==> src/rtl/vga_fb_arbiter_pkg.sv <==
// Shared constants and clear-engine state encoding for the VGA framebuffer arbiter.
package vga_fb_arbiter_pkg;

   localparam int H_ACTIVE = 640;
   localparam int V_ACTIVE = 480;
   localparam int COLOUR_W = 3;
   localparam int X_W      = 10;
   localparam int Y_W      = 9;

   typedef enum logic [1:0] {
      ST_IDLE  = 2'd0,
      ST_CLEAR = 2'd1,
      ST_DONE  = 2'd2
   } clr_state_t;

   function automatic int fb_depth(input int shift);
      return (H_ACTIVE >> shift) * (V_ACTIVE >> shift);
   endfunction

endpackage

==> src/rtl/vga_fb_arbiter_fb_addr_gen.sv <==
// Maps a visible-area pixel (x,y) to its downscaled framebuffer word address.
module vga_fb_arbiter_fb_addr_gen
   import vga_fb_arbiter_pkg::*;
#(
   parameter int SHIFT = 2,
   parameter int AW    = 15
)
(
   input  logic [X_W-1:0] x,
   input  logic [Y_W-1:0] y,
   output logic [AW-1:0]  addr
);

   localparam int FB_W = H_ACTIVE >> SHIFT;

   logic [AW-1:0] row;
   logic [AW-1:0] col;
   logic [AW-1:0] acc;

   // Row stride is a constant, so the multiply unrolls into one shifted add per set bit.
   always_comb begin
      row = AW'(y >> SHIFT);
      col = AW'(x >> SHIFT);
      acc = '0;
      for (int b = 0; b < AW; b++) begin
         if (FB_W[b]) acc = acc + (row << b);
      end
      addr = acc + col;
   end

endmodule

==> src/rtl/vga_fb_arbiter.sv <==
// Single-port framebuffer arbiter: VGA scan-out always wins, clear engine beats the pixel writer.
module vga_fb_arbiter
   import vga_fb_arbiter_pkg::*;
#(
   parameter int SHIFT = 2,
   parameter int AW    = 15,
   parameter int CW    = COLOUR_W
)
(
   input  logic           in_clock,
   input  logic           in_reset,
   input  logic           in_strobe,
   input  logic [9:0]     in_x,
   input  logic [8:0]     in_y,
   input  logic           in_active,
   input  logic           in_wr_valid,
   input  logic [AW-1:0]  in_wr_addr,
   input  logic [CW-1:0]  in_wr_data,
   output logic           out_wr_ready,
   input  logic           in_clr_start,
   input  logic [CW-1:0]  in_clr_colour,
   output logic           out_clr_busy,
   output logic           out_clr_done,
   output logic [AW-1:0]  out_mem_addr,
   output logic           out_mem_we,
   output logic [CW-1:0]  out_mem_wdata,
   input  logic [CW-1:0]  in_mem_rdata,
   output logic           out_red,
   output logic           out_green,
   output logic           out_blue
);

   localparam int            FB_DEPTH  = fb_depth(SHIFT);
   localparam logic [AW-1:0] LAST_ADDR = AW'(FB_DEPTH - 1);
   localparam logic [AW:0]   DEPTH_EXT = (AW + 1)'(FB_DEPTH);

   logic          disp_p0;
   logic          blank_p0;
   logic [AW-1:0] disp_addr_p0;
   logic          wr_in_range_p0;
   logic          vld_p1;
   logic [2:0]    rgb_p2;

   clr_state_t    state;
   logic [AW-1:0] clr_cnt;
   logic [CW-1:0] clr_colour;

   vga_fb_arbiter_fb_addr_gen #(
      .SHIFT (SHIFT),
      .AW    (AW)
   ) u_addr_gen (
      .x    (in_x),
      .y    (in_y),
      .addr (disp_addr_p0)
   );

   // Stage p0: slot decode and RAM port mux
   assign disp_p0        = in_strobe & in_active;
   assign blank_p0       = in_strobe & ~in_active;
   assign wr_in_range_p0 = {1'b0, in_wr_addr} < DEPTH_EXT;
   assign out_wr_ready   = ~out_clr_busy & ~disp_p0;

   always_comb begin
      out_mem_addr  = '0;
      out_mem_we    = 1'b0;
      out_mem_wdata = '0;
      if (!in_reset) begin
         if (disp_p0) begin
            out_mem_addr = disp_addr_p0;
         end else if (state == ST_CLEAR) begin
            out_mem_addr  = clr_cnt;
            out_mem_we    = 1'b1;
            out_mem_wdata = clr_colour;
         end else if (in_wr_valid && out_wr_ready) begin
            out_mem_addr  = in_wr_addr;
            out_mem_we    = wr_in_range_p0;
            out_mem_wdata = in_wr_data;
         end
      end
   end

   // Clear engine: owns every free slot until the last word is written
   always_ff @(posedge in_clock) begin
      if (in_reset) begin
         state        <= ST_IDLE;
         clr_cnt      <= '0;
         clr_colour   <= '0;
         out_clr_busy <= 1'b0;
         out_clr_done <= 1'b0;
      end else begin
         out_clr_done <= 1'b0;
         case (state)
            ST_IDLE: begin
               if (in_clr_start) begin
                  state        <= ST_CLEAR;
                  clr_colour   <= in_clr_colour;
                  clr_cnt      <= '0;
                  out_clr_busy <= 1'b1;
               end
            end
            ST_CLEAR: begin
               if (!disp_p0) begin
                  if (clr_cnt == LAST_ADDR) begin
                     state        <= ST_DONE;
                     out_clr_busy <= 1'b0;
                     out_clr_done <= 1'b1;
                  end else begin
                     clr_cnt <= clr_cnt + 1'b1;
                  end
               end
            end
            ST_DONE: state <= ST_IDLE;
            default: state <= ST_IDLE;
         endcase
      end
   end

   // Stage p1: RAM data returns; stage p2: colour lands on the pins
   always_ff @(posedge in_clock) begin
      if (in_reset) begin
         vld_p1 <= 1'b0;
         rgb_p2 <= '0;
      end else begin
         vld_p1 <= disp_p0;
         if (blank_p0)
            rgb_p2 <= '0;
         else if (vld_p1)
            rgb_p2 <= in_mem_rdata[2:0];
      end
   end

   assign out_red   = rgb_p2[2];
   assign out_green = rgb_p2[1];
   assign out_blue  = rgb_p2[0];

endmodule

==> config.mk <==
export PLATFORM = sky130hd
export DESIGN_NAME = vga_fb_arbiter
export DESIGN_NICKNAME = d
export VERILOG_FILES = /design/src/rtl/vga_fb_arbiter_pkg.sv /design/src/rtl/vga_fb_arbiter_fb_addr_gen.sv /design/src/rtl/vga_fb_arbiter.sv
export SDC_FILE = /design/constraint.sdc
export NUM_CORES = 1
export LEC_CHECK = 0
export CORE_MARGIN = 2
export CORE_UTILIZATION = 49
export DETAILED_ROUTE_END_ITERATION = 16
export PLACE_DENSITY = 0.86
export SLEW_MARGIN = 20
export SYNTH_ARGS = -nofsm -noshare
export SYNTH_HDL_FRONTEND = slang
export SYNTH_SLANG_ARGS = --single-unit
==> constraint.sdc <==
create_clock -name in_clock -period 4.38 [get_ports in_clock]
set_input_delay 0.438 -clock in_clock [delete_from_list [all_inputs] [get_ports in_clock]]
set_output_delay 0.438 -clock in_clock [all_outputs]
set_load 0.005 [all_outputs]
==> out/metrics.yaml <==
run_status:
  status: "completed"
synthesis:
  yosys-top-cells-area: "dfxtp_1, ha_1, a21oi_1, nand2_1, mux2i_1"
  yosysUniqueCellTypes: 56
  synth_top_area_share_pct: 24.31
  syn_nets: 342
  synth_top_cells_by_count: "a21oi_1, nand2_1, dfxtp_1"
  yosys.area.top_type: "dfxtp_1"
  synth_area_um2: 2141
  async_flop_share_pct: 0
  synth_edf_count: 0
  ys_ff_latch: 26
  syn_inst: 277
  ys.flop_type: "dfxtp_1"
  synth.avg_cell_area_um2: 7.729
  synth_warnings: 0
  synth_seq_area_share_pct: 24.31
drt:
  top_layer: "met4"
  wl_per_cell_um: 15.86
  dr_wl_met2_um: 3022
  drtIter0Drc: 98
  drc: 0
  drt_wl_total_um: 6123
  wl_met3_um: 381
  drtPass1Iterations: 4
  vias: 2376
  post_drt_via_cell_ratio: 6.155
  met1_length_um: 2629
  final_antenna_net_count: 0
layout:
  n_antenna_cell: 0
  final_nets: 401
  area_delta_synth_final_pct: 34.37
  drive_above_1_share_pct: 4.192
power_and_ir_drop:
  switching_share_pct: 30.29
  p_sw_uw: 178.1
  p_seq_share_pct: 42.0
  intPower_uw: 409.8
  irDropWorstVdd_v: 0.0001427
  power_density_nw_per_um2: 204.4
  pwr-share-comb_pct: 34.9
  p_clk_share_pct: 23.1
  p_leak_nw: 1.063
worst_setup_path:
  crit_path_end_kind: "output port"
  cp_max_fo: 2
  worst-path-buf-inv: 4
  required_ns: 3.94
  crit_type: "input pin to output port"
  cp-start-kind: "input pin"
  crit_path_top_delay_cell: "fa_1"
  cp_top_family: "buffers and inverters"
  max_stage_delay_ns: 0.58
  cp.arrival_ns: 3.31
  path_cells: "clkdlybuf4s50_1 > inv_1 > fa_1 > inv_1 > ha_1 > a211oi_1 > o21bai_1 > a31oi_1 > or3b_1 > clkdlybuf4s50_1"
min_path:
  hold_class: "flip-flop to flip-flop"
floorplanning:
  chipWidth_um: 70.10
  core_area_um2: 4294
  dieHeight_um: 70.10
  dieArea_um2: 4914
  ios: 74
  initial_core_util_pct: 49.85
  std_cell_rows: 24
cts:
  postCtsHoldBufs: 0
  cts_made_buffers: 3
  cts_sinks: 26
  cts_resized: 0
  insertion_delay_ns: 0.27
  cts_root_buf: "clkbuf_8"
  path_clk_slew_ns: 0.09
  cts_tree: "yes"
  clock_path_buffers: 2
  post_cts_buffers: 0
  htreeDepth: 1
grt:
  grt_pass1_vias: 2208
  grt_pass1_wl_um: 10250
  antenna_found_initial: 0
  grt.total_usage_pct: 25.14
  grt_max_degree: 36
  overflow: 0
timing:
  tightestPinTransition_ns: 0.8777
  setup_viol: 0
  hold_slack_ns: 0.4574
  fin_skew_ns: 0.002461
  finalHoldViolCount: 0
  fin_crit_ns: 3.743
  rsz0062_at_grt: "no"
  worst_slack_ns: 0.6369
  slew_violations: 0
  fin_tns_setup_ns: 0
  fmax_mhz: 267.2
  relSlewSlack_pct: 41.09
  fin_crit_sh_pct: 85.46
place:
  place_congestion: 0.8752
  hpwl_um: 4507
  place_ws_ns: 0.6409
  port-buffer-count: 69
job:
  maxCapViolations: 0
-- state kept, by name (all words and copies together) (netlist names) --
register      cells
clr_colour        3
out_clr_done      1
rgb_p2            3
clr_cnt          15
state             2
vld_p1            1
out_clr_busy      1
-- cell usage in the layout, fill, tap and decap left out, types with 8 or more instances in the layout --
master / count
o21ai_0: 17
ha_1: 14
clkdlybuf4s50_1: 69
nor3_1: 8
nand2b_1: 8
a21oi_1: 27
mux2i_1: 10
nand2_1: 27
nand3_1: 12
inv_1: 11
dfxtp_1: 26
nor2_1: 12
-- final cells by class --
| cell class | count | area [um2] |
|---|---|---|
| clock buffer | 3 | 41.29 |
| multi-input combinational | 223 | 1503 |
| tap | 52 | 65.06 |
| fill | 377 | 1418 |
| sequential | 26 | 520.5 |
| inverter | 11 | 41.29 |
| timing repair buffer | 71 | 705.7 |
-- metal layers --
| metal | GRT usage (%) | up-vias |
|---|---|---|
| li1 | - | 1166 |
| met1 | 32.98 | 1096 |
| met2 | 43.39 | 102 |
| met3 | 2.309 | 12 |
| met4 | 8.120 | 0 |
| met5 | 0 | - |
-- power groups by stage --
stage / clock network (mW) / registers, mW / logic (mW)
finish: 0.136 / 0.247 / 0.205
global route: 0.144 / 0.248 / 0.228
CTS: 0.138 / 0.247 / 0.206
detailed placement: 0 / 0.252 / 0.204
global placement: 0 / 0.252 / 0.200
floorplan: 0 / 0.250 / 0.111
-- kinds of logic after synthesis --
family,count (synthesis),synth area share (%)
adders and majority gates,16,10.05
AOI/OAI and AO/OA,93,28.41
and+or+nand+nor,103,26.65
buffers and inverters,28,5.494
xor gates and xnor gates,1,0.4092
DFF,26,24.31
muxes,10,4.676
-- final timing paths --
check | from | endpoint | slack, ns | cells after the start
worst min register to register | clr_colour[2] | clr_colour[2] | 0.46 | 2
worst max-delay path | in_x[9] | out_mem_addr[11] | 0.64 | 10
worst max register to register | state[0] | clr_cnt[3] | 2.34 | 4
worst min-delay path | clr_colour[2] | clr_colour[2] | 0.46 | 2
-- per-stage QoR --
stage	cell area [um2]	cells	util, %	power [mW]
3_3_place_gp	2835	383	66.03	0.4525
2_1_floorplan	2141	277	-	0.3613
5_1_grt	2877	386	66.99	0.6200
3_5_place_dp	2835	383	66.03	0.4565
4_1_cts	2877	386	66.99	0.5901
6_report	2877	386	66.99	0.5880
-- worst reg2reg max path, cell delays in order (launching register included) --
cell and delay, ns:
dfxtp_1 0.53, and2b_1 0.49, nand2_1 0.29, or4_1 0.52, a21oi_1 0.15
(Power assumes the default switching activity.)
